==> src/rtl/ctrl_sig_pkg.sv <==
// Shared control-signal encodings for the MC-RV32EC integer pipeline:
// ALU category/select, PC mode, LSU width, opcodes and the decode bundle.
package ctrl_sig_pkg;

   typedef enum logic [1:0] {ALUBT = 2'b00, ALUAS = 2'b01, ALUSH = 2'b10, ALUFL = 2'b11} alu_cat_e;
   typedef enum logic [1:0] {BTXOR = 2'b00, BTOR = 2'b01, BTAND = 2'b10} bt_sel_e;
   typedef enum logic [1:0] {AFEQU = 2'b00, AFADD = 2'b01, AFSUBU = 2'b10, AFSUBS = 2'b11} af_sel_e;
   typedef enum logic [1:0] {SHSLL = 2'b00, SHSRL = 2'b01, SHSRA = 2'b10} sh_sel_e;
   typedef enum logic [1:0] {PCINC = 2'b00, PCBRCH = 2'b01, PCJREG = 2'b10, PCJIMM = 2'b11} pc_mode_e;
   typedef enum logic [1:0] {LSN = 2'b00, LSW = 2'b01, LSH = 2'b10, LSB = 2'b11} lsu_width_e;

   localparam logic [6:0] OPC_LOAD   = 7'b0000011;
   localparam logic [6:0] OPC_OPIMM  = 7'b0010011;
   localparam logic [6:0] OPC_AUIPC  = 7'b0010111;
   localparam logic [6:0] OPC_STORE  = 7'b0100011;
   localparam logic [6:0] OPC_OP     = 7'b0110011;
   localparam logic [6:0] OPC_LUI    = 7'b0110111;
   localparam logic [6:0] OPC_BRANCH = 7'b1100011;
   localparam logic [6:0] OPC_JALR   = 7'b1100111;
   localparam logic [6:0] OPC_JAL    = 7'b1101111;

   localparam logic [1:0] OPA_RS1  = 2'b00;
   localparam logic [1:0] OPA_PC   = 2'b01;
   localparam logic [1:0] OPA_ZERO = 2'b10;

   // Everything the stage registers except the PC; all-zero is the NOP bundle.
   typedef struct packed {
      logic [3:0]  alu_op;       // {alu_cat_e, select}
      logic        flag_inv;
      pc_mode_e    pc_mode;
      lsu_width_e  lsu_width;
      logic        lsu_store;
      logic        lsu_unsigned;
      logic [1:0]  opa_sel;
      logic        opb_sel;
      logic [31:0] imm;
      logic [3:0]  rd_addr;
      logic [3:0]  rs1_addr;
      logic [3:0]  rs2_addr;
      logic        rd_write;
      logic        illegal;
   } ctrl_bundle_t;

   function automatic logic [31:0] imm_i(input logic [31:0] instr);
      return {{20{instr[31]}}, instr[31:20]};
   endfunction

   function automatic logic [31:0] imm_s(input logic [31:0] instr);
      return {{20{instr[31]}}, instr[31:25], instr[11:7]};
   endfunction

   function automatic logic [31:0] imm_b(input logic [31:0] instr);
      return {{20{instr[31]}}, instr[7], instr[30:25], instr[11:8], 1'b0};
   endfunction

   function automatic logic [31:0] imm_u(input logic [31:0] instr);
      return {instr[31:12], 12'h000};
   endfunction

   function automatic logic [31:0] imm_j(input logic [31:0] instr);
      return {{12{instr[31]}}, instr[19:12], instr[20], instr[30:21], 1'b0};
   endfunction

endpackage

==> src/rtl/rv32e_decoder.sv <==
// Combinational RV32E decoder: one 32-bit instruction in, control bundle out.
// Illegal encodings collapse to the NOP bundle with only the illegal flag set.
module rv32e_decoder
   import ctrl_sig_pkg::*;
(
   input  logic [31:0]  instr,
   output ctrl_bundle_t ctrl
);

   logic [6:0]   opcode;
   logic [2:0]   funct3;
   logic [6:0]   funct7;
   ctrl_bundle_t dec;
   alu_cat_e     cat;
   logic [1:0]   sel;
   logic         bad;
   logic         use_rd;
   logic         use_rs1;
   logic         use_rs2;
   logic         reg_bad;

   assign opcode = instr[6:0];
   assign funct3 = instr[14:12];
   assign funct7 = instr[31:25];

   // Field decode per opcode, then register-index gating and the illegal collapse
   always_comb begin
      dec     = '0;
      ctrl    = '0;
      cat     = ALUBT;
      sel     = 2'b00;
      bad     = 1'b0;
      use_rd  = 1'b0;
      use_rs1 = 1'b0;
      use_rs2 = 1'b0;
      reg_bad = 1'b0;
      case (opcode)
         OPC_OP, OPC_OPIMM: begin
            use_rd  = 1'b1;
            use_rs1 = 1'b1;
            if (opcode == OPC_OP) begin
               use_rs2 = 1'b1;
               bad = ~((funct7 == 7'h00) |
                       ((funct7 == 7'h20) & ((funct3 == 3'b000) | (funct3 == 3'b101))));
            end else begin
               dec.opb_sel = 1'b1;
               dec.imm     = imm_i(instr);
               if ((funct3 == 3'b001) || (funct3 == 3'b101)) begin
                  bad = ~((funct7 == 7'h00) | (funct7 == 7'h20));
               end else begin
                  bad = 1'b0;
               end
            end
            case (funct3)
               3'b000: begin
                  cat = ALUAS;
                  sel = ((opcode == OPC_OP) && funct7[5]) ? AFSUBU : AFADD;
               end
               3'b001: begin cat = ALUSH; sel = SHSLL; end
               3'b010: begin cat = ALUFL; sel = AFSUBS; dec.flag_inv = 1'b1; end
               3'b011: begin cat = ALUFL; sel = AFSUBU; dec.flag_inv = 1'b1; end
               3'b100: begin cat = ALUBT; sel = BTXOR; end
               3'b101: begin cat = ALUSH; sel = funct7[5] ? SHSRA : SHSRL; end
               3'b110: begin cat = ALUBT; sel = BTOR; end
               3'b111: begin cat = ALUBT; sel = BTAND; end
               default: begin cat = ALUBT; sel = 2'b00; end
            endcase
         end
         OPC_BRANCH: begin
            use_rs1     = 1'b1;
            use_rs2     = 1'b1;
            cat         = ALUFL;
            dec.pc_mode = PCBRCH;
            dec.imm     = imm_b(instr);
            case (funct3)
               3'b000:  begin sel = AFEQU;  dec.flag_inv = 1'b0; end
               3'b001:  begin sel = AFEQU;  dec.flag_inv = 1'b1; end
               3'b100:  begin sel = AFSUBS; dec.flag_inv = 1'b1; end
               3'b101:  begin sel = AFSUBS; dec.flag_inv = 1'b0; end
               3'b110:  begin sel = AFSUBU; dec.flag_inv = 1'b1; end
               3'b111:  begin sel = AFSUBU; dec.flag_inv = 1'b0; end
               default: begin sel = AFEQU;  bad = 1'b1; end
            endcase
         end
         OPC_LUI, OPC_AUIPC: begin
            use_rd      = 1'b1;
            cat         = ALUAS;
            sel         = AFADD;
            dec.opa_sel = (opcode == OPC_LUI) ? OPA_ZERO : OPA_PC;
            dec.opb_sel = 1'b1;
            dec.imm     = imm_u(instr);
         end
         OPC_JAL: begin
            // Target computed as PC + J-immediate; link value comes from PC logic
            use_rd      = 1'b1;
            cat         = ALUAS;
            sel         = AFADD;
            dec.pc_mode = PCJIMM;
            dec.opa_sel = OPA_PC;
            dec.opb_sel = 1'b1;
            dec.imm     = imm_j(instr);
         end
         OPC_JALR: begin
            use_rd      = 1'b1;
            use_rs1     = 1'b1;
            cat         = ALUAS;
            sel         = AFADD;
            dec.pc_mode = PCJREG;
            dec.opb_sel = 1'b1;
            dec.imm     = imm_i(instr);
            bad         = (funct3 != 3'b000);
         end
         OPC_LOAD: begin
            use_rd      = 1'b1;
            use_rs1     = 1'b1;
            cat         = ALUAS;
            sel         = AFADD;
            dec.opb_sel = 1'b1;
            dec.imm     = imm_i(instr);
            case (funct3)
               3'b000:  dec.lsu_width = LSB;
               3'b001:  dec.lsu_width = LSH;
               3'b010:  dec.lsu_width = LSW;
               3'b100:  begin dec.lsu_width = LSB; dec.lsu_unsigned = 1'b1; end
               3'b101:  begin dec.lsu_width = LSH; dec.lsu_unsigned = 1'b1; end
               default: bad = 1'b1;
            endcase
         end
         OPC_STORE: begin
            use_rs1       = 1'b1;
            use_rs2       = 1'b1;
            cat           = ALUAS;
            sel           = AFADD;
            dec.opb_sel   = 1'b1;
            dec.lsu_store = 1'b1;
            dec.imm       = imm_s(instr);
            case (funct3)
               3'b000:  dec.lsu_width = LSB;
               3'b001:  dec.lsu_width = LSH;
               3'b010:  dec.lsu_width = LSW;
               default: bad = 1'b1;
            endcase
         end
         default: bad = 1'b1;
      endcase

      dec.alu_op   = {cat, sel};
      // Unused register fields read as zero so downstream hazard logic ignores them
      dec.rd_addr  = use_rd  ? instr[10:7]  : 4'h0;
      dec.rs1_addr = use_rs1 ? instr[18:15] : 4'h0;
      dec.rs2_addr = use_rs2 ? instr[23:20] : 4'h0;
      dec.rd_write = use_rd & (instr[11:7] != 5'd0);
      // RV32E only has x0..x15
      reg_bad = (use_rd & instr[11]) | (use_rs1 & instr[19]) | (use_rs2 & instr[24]);

      if (bad | reg_bad) begin
         ctrl         = '0;
         ctrl.illegal = 1'b1;
      end else begin
         ctrl = dec;
      end
   end

endmodule

==> src/rtl/decode_stage.sv <==
// Registered decode stage: rv32e_decoder output captured into a 2-entry
// skid buffer so that the upstream ready is driven from a flop.
module decode_stage
   import ctrl_sig_pkg::*;
#(
   parameter logic [31:0] ResetPc = 32'h0000_0000
) (
   input  logic        Clk,
   input  logic        Reset,
   input  logic        InValid,
   output logic        InReady,
   input  logic [31:0] InInstr,
   input  logic [31:0] InPc,
   input  logic        Flush,
   output logic        OutValid,
   input  logic        OutReady,
   output logic [31:0] OutPc,
   output logic [3:0]  CtrlALUOp,
   output logic        CtrlFlagInv,
   output logic [1:0]  CtrlPCMode,
   output logic [1:0]  CtrlLSUWidth,
   output logic        CtrlLSUStore,
   output logic        CtrlLSUUnsigned,
   output logic [1:0]  CtrlOpASel,
   output logic        CtrlOpBSel,
   output logic [31:0] Imm,
   output logic [3:0]  RdAddr,
   output logic [3:0]  Rs1Addr,
   output logic [3:0]  Rs2Addr,
   output logic        RdWrite,
   output logic        Illegal
);

   ctrl_bundle_t dec;
   ctrl_bundle_t main_ctrl;
   ctrl_bundle_t skid_ctrl;
   logic [31:0]  main_pc;
   logic [31:0]  skid_pc;
   logic         main_valid;
   logic         skid_valid;
   logic         accept;

   rv32e_decoder u_decoder (
      .instr (InInstr),
      .ctrl  (dec)
   );

   assign InReady = ~skid_valid;
   assign accept  = InValid & ~skid_valid;

   // Skid buffer: main drives outputs; skid catches the beat accepted while main stalls
   always_ff @(posedge Clk or posedge Reset) begin
      if (Reset) begin
         main_valid <= 1'b0;
         skid_valid <= 1'b0;
         main_ctrl  <= '0;
         skid_ctrl  <= '0;
         main_pc    <= ResetPc;
         skid_pc    <= 32'h0000_0000;
      end else if (Flush) begin
         main_valid <= 1'b0;
         skid_valid <= 1'b0;
      end else if (~main_valid | OutReady) begin
         if (skid_valid) begin
            main_ctrl  <= skid_ctrl;
            main_pc    <= skid_pc;
            main_valid <= 1'b1;
            skid_valid <= 1'b0;
         end else if (accept) begin
            main_ctrl  <= dec;
            main_pc    <= InPc;
            main_valid <= 1'b1;
         end else begin
            main_valid <= 1'b0;
         end
      end else if (accept) begin
         skid_ctrl  <= dec;
         skid_pc    <= InPc;
         skid_valid <= 1'b1;
      end
   end

   assign OutValid        = main_valid;
   assign OutPc           = main_pc;
   assign CtrlALUOp       = main_ctrl.alu_op;
   assign CtrlFlagInv     = main_ctrl.flag_inv;
   assign CtrlPCMode      = main_ctrl.pc_mode;
   assign CtrlLSUWidth    = main_ctrl.lsu_width;
   assign CtrlLSUStore    = main_ctrl.lsu_store;
   assign CtrlLSUUnsigned = main_ctrl.lsu_unsigned;
   assign CtrlOpASel      = main_ctrl.opa_sel;
   assign CtrlOpBSel      = main_ctrl.opb_sel;
   assign Imm             = main_ctrl.imm;
   assign RdAddr          = main_ctrl.rd_addr;
   assign Rs1Addr         = main_ctrl.rs1_addr;
   assign Rs2Addr         = main_ctrl.rs2_addr;
   assign RdWrite         = main_ctrl.rd_write;
   assign Illegal         = main_ctrl.illegal;

endmodule

==> config.mk <==
export PLATFORM = sky130hd
export DESIGN_NAME = decode_stage
export DESIGN_NICKNAME = d
export VERILOG_FILES = /design/src/rtl/ctrl_sig_pkg.sv /design/src/rtl/rv32e_decoder.sv /design/src/rtl/decode_stage.sv
export SDC_FILE = /design/constraint.sdc
export NUM_CORES = 1
export LEC_CHECK = 0
export CAP_MARGIN = 20
export CELL_PAD_IN_SITES_DETAIL_PLACEMENT = 1
export CELL_PAD_IN_SITES_GLOBAL_PLACEMENT = 1
export CORE_MARGIN = 1.5
export CORE_UTILIZATION = 40
export DETAILED_ROUTE_END_ITERATION = 10
export DONT_BUFFER_PORTS = 1
export PLACE_DENSITY_LB_ADDON = 0.15
export SYNTH_ARGS = -nofsm -noshare
export SYNTH_HDL_FRONTEND = slang
export SYNTH_SLANG_ARGS = --single-unit
export TNS_END_PERCENT = 20
==> constraint.sdc <==
create_clock -name Clk -period 6.92 [get_ports Clk]
set_clock_uncertainty 0.2 [all_clocks]
set_input_delay 1.384 -clock Clk [delete_from_list [all_inputs] [get_ports Clk]]
set_output_delay 1.384 -clock Clk [all_outputs]
set_load 0.01 [all_outputs]
==> results.tsv <==
stage	metric	value	unit
clock_tree	cts_resized	0	
yosys	synth_warnings	0	
timing	worst_pin_slew	1070	ps
worst_setup_path	worstPathMaxFanout	72	
power_and_ir_drop	power_density	244	nW/um2
timing	tns	0	ps
grt	grt_util_all_layers	23.7	%
yosys	syn-num-nets	1049	
floorplanning	io_pins	163	
clock_tree	cts_sinks	186	
floorplanning	die_area	23500	um2
timing	rsz0062_at_grt	false	
grt	antenna_found_initial	0	
clock_tree	clkTransAtPathRegs	70	ps
worst_setup_path	r2r_slack	3580	ps
floorplanning	fp.dieW	153	um
floorplanning	die_h	153	um
timing	hold_viol_final	0	
routing	vias	7132	
yosys	async_flop_share	100	%
routing	wire_per_inst	22.5	um
worst_setup_path	critPathRequiredTime	6980	ps
yosys	synth_area	9020	um2
floorplanning	row_count	54	
layout	area.sequential	4660	um2
timing	max_freq	0.280	GHz
grt	grt_pass1_wl	43.2	mm
floorplanning	core_area	22000	um2
clock_tree	post_cts_buffers	0	
yosys	synth_enable_flop_cells	0	
clock_tree	cts_buffer_depth	2	
worst_setup_path	r2r-end	CtrlALUOp[1]	
routing	drtIter0Drc	494	
yosys	ys_seq_area_share	51.6	%
worst_setup_path	reg2reg_depth	6	
place	dp_slack	2950	ps
power_and_ir_drop	p_sw	0.627	mW
place	place_congestion	0.901	
clock_tree	h-tree-depth	4	
layout	final_common_cell	nand2_1	
power_and_ir_drop	sw_frac_of_total	26.6	%
power_and_ir_drop	irDropWorstVdd	0.152	mV
floorplanning	start_util	41.1	%
hold_path	min_to	skid_ctrl[38]	
place	place_hpwl	17.2	mm
worst_setup_path	crit_type	in -> reg	
timing	fin_ws	3340	ps
layout	nets	994	
routing	dr.pass1.iters	8	
hold_path	hold_depth	2	
status	violations	DRC	
timing	drv_slew	0	
yosys	ys.flop_type	dfrtp_1	
grt	grt_start_max_net_pins	140	
timing	period_share	51.7	%
power_and_ir_drop	power.share.clock	40.2	%
hold_path	hp-class	reg -> reg	
worst_setup_path	r2r_start	skid_valid	
yosys	ys_types	52	
routing	via_per_inst	5.87	
timing	fin_crit	3580	ps
layout	nFillCells	2511	
layout	drive_above_1_share	7.26	%
timing	setup_violations	0	
timing	slew_headroom	28.9	%
yosys	synth-seq-cells	186	
clock_tree	cts_tree	yes	
routing	drtAntennaViolNets	0	
layout	multi_input_comb_area	3970	um2
status	outcome	finished with violations	
worst_setup_path	worstPathArrival	3630	ps
yosys	syn_inst	980	
grt	grt_pass1_vias	7323	
power_and_ir_drop	leakagePower	4.28	nW
layout	syn2layout_area_growth	6.97	%
power_and_ir_drop	p_comb_share	7.6	%
grt	overflow	0	
place	io_buffers	0	
clock_tree	cts_inserted_buffers	17	
clock_tree	holdBufCountCts	0	
hold_path	min_from	skid_ctrl[38]	
power_and_ir_drop	p_int	1.73	mW
clock_tree	cts-root-buf	clkbuf_16	
power_and_ir_drop	pwr-share-seq	52.2	%
worst_setup_path	startpoint_type	input pin	
layout	final_cell_mix	nand2_1, dfrtp_1, o21ai_0, a21oi_1, and3_1	
worst_setup_path	critPathCaptureType	register	
run	drv_cap	0	
routing	drc	16	
clock_tree	worst_skew_pair.late_latency	420	ps
yosys	syn_area_per_cell	9.21	um2
routing	postRouteWirelength	27.3	mm
layout	antennaDiodeCount	0	
[critical path, stage by stage]
cell and delay (ps):
or2_1 310, a211oi_2 650, a22oi_1 230, nand4_1 140
buf_4 640, o21ai_0 250
[per-stage QoR]
| step | utilization, % | cell area (um2) | hold WS [ps] | instances | power, mW |
|---|---|---|---|---|---|
| 6_report | 44.0 | 9650 | 269 | 1216 | 2.36 |
| 5_1_grt | 44.0 | 9650 | 292 | 1216 | 2.46 |
| 4_1_cts | 44.0 | 9650 | 275 | 1216 | 2.39 |
| 3_5_place_dp | 41.4 | 9090 | 257 | 1186 | 1.43 |
| 3_3_place_gp | 41.4 | 9090 | 254 | 1186 | 1.43 |
| 2_1_floorplan | - | 9020 | 240 | 980 | 1.38 |
[area by class of cell]
type	count	share of cell area [%]
sequential	186	48.3
multi-input combinational	702	41.1
clock buffer	19	4.59
tap	280	3.63
clock inverter	11	1.19
timing repair buffer	11	0.855
inverter	7	0.350
[metal layers]
| layer | wire length, um | vias up | global-route usage (%) | part of all wire (%) |
|---|---|---|---|---|
| li1 | - | 3368 | - | - |
| met1 | 11800 | 3535 | 30.8 | 43 |
| met2 | 13100 | 204 | 38.8 | 48 |
| met3 | 2000 | 25 | 6.46 | 7.3 |
| met4 | 473 | 0 | 6.58 | 1.7 |
| met5 | 0 | - | 0 | 0 |
[logic make-up (layout without fill, tap and decap cells)]
kind of cell	after synthesis	in the layout	share of synthesized area (%)
AND/OR/NAND/NOR	388	388	20.4
buffers and inverters	92	48	4.63
multiplexers	33	33	3.67
flip-flops	186	186	51.6
AO/OA/AOI/OAI	279	279	19.5
XOR/XNOR	2	2	0.194
[how the worst max path moves through the flow]
| stage | from | to | slack (ps) |
|---|---|---|---|
| 3_5_place_dp | InInstr[6] | Rs2Addr[1] | 2950 |
| 2_1_floorplan | Reset | CtrlALUOp[0] | 280 |
| 5_1_grt | skid_valid | CtrlLSUStore | 3220 |
| 6_report | InInstr[6] | Rs2Addr[1] | 3340 |
| 3_3_place_gp | InInstr[6] | CtrlLSUStore | 3080 |
| 4_1_cts | InInstr[6] | Rs2Addr[1] | 3400 |
[power by group through the flow]
| stage | logic, mW | clock network (mW) | registers, mW |
|---|---|---|---|
| 4_1_cts | 0.183 | 0.971 | 1.23 |
| 2_1_floorplan | 0.150 | 0 | 1.23 |
| 3_5_place_dp | 0.182 | 0 | 1.25 |
| 3_3_place_gp | 0.176 | 0 | 1.25 |
| 5_1_grt | 0.210 | 1.01 | 1.24 |
| 6_report | 0.179 | 0.947 | 1.23 |
[Yosys cell counts (2+ instances only)]
| cell | number | share of area (%) |
|---|---|---|
| a211oi_1 | 4 | 0.33 |
| a211oi_2 | 2 | 0.28 |
| a21o_1 | 5 | 0.42 |
| a21oi_1 | 82 | 4.5 |
| a22oi_1 | 6 | 0.50 |
| and2_1 | 5 | 0.35 |
| and3_1 | 62 | 4.3 |
| and4b_1 | 2 | 0.22 |
| buf_2 | 10 | 0.55 |
| buf_6 | 8 | 1.0 |
| clkbuf_1 | 67 | 2.8 |
| dfrtp_1 | 186 | 52 |
| inv_1 | 7 | 0.29 |
| mux2i_1 | 32 | 3.5 |
| nand2_1 | 213 | 8.9 |
| nand2b_1 | 12 | 0.83 |
| nand3_1 | 22 | 1.2 |
| nand3b_1 | 3 | 0.25 |
| nand4_1 | 22 | 1.5 |
| nand4b_1 | 3 | 0.29 |
| nor2_1 | 18 | 0.75 |
| nor2b_1 | 6 | 0.42 |
| nor3_1 | 6 | 0.33 |
| nor4_1 | 3 | 0.21 |
| o211ai_1 | 3 | 0.25 |
| o21ai_0 | 93 | 5.2 |
| o21ba_2 | 2 | 0.22 |
| o21bai_1 | 2 | 0.17 |
| o31ai_1 | 56 | 4.7 |
| o31ai_2 | 11 | 1.5 |
| or2_2 | 2 | 0.14 |
| or3_1 | 2 | 0.14 |
| or4_1 | 3 | 0.25 |
| xor2_1 | 2 | 0.19 |
[registers in the layout, summed over array words and instances (netlist names), 4 cells and up]
register	cells
skid_pc	32
OutPc	32
skid_ctrl	60
Rs1Addr	4
Imm	32
Rs2Addr	4
CtrlALUOp	4
RdAddr	4
Note: power is estimated with default switching activity, not from simulation.
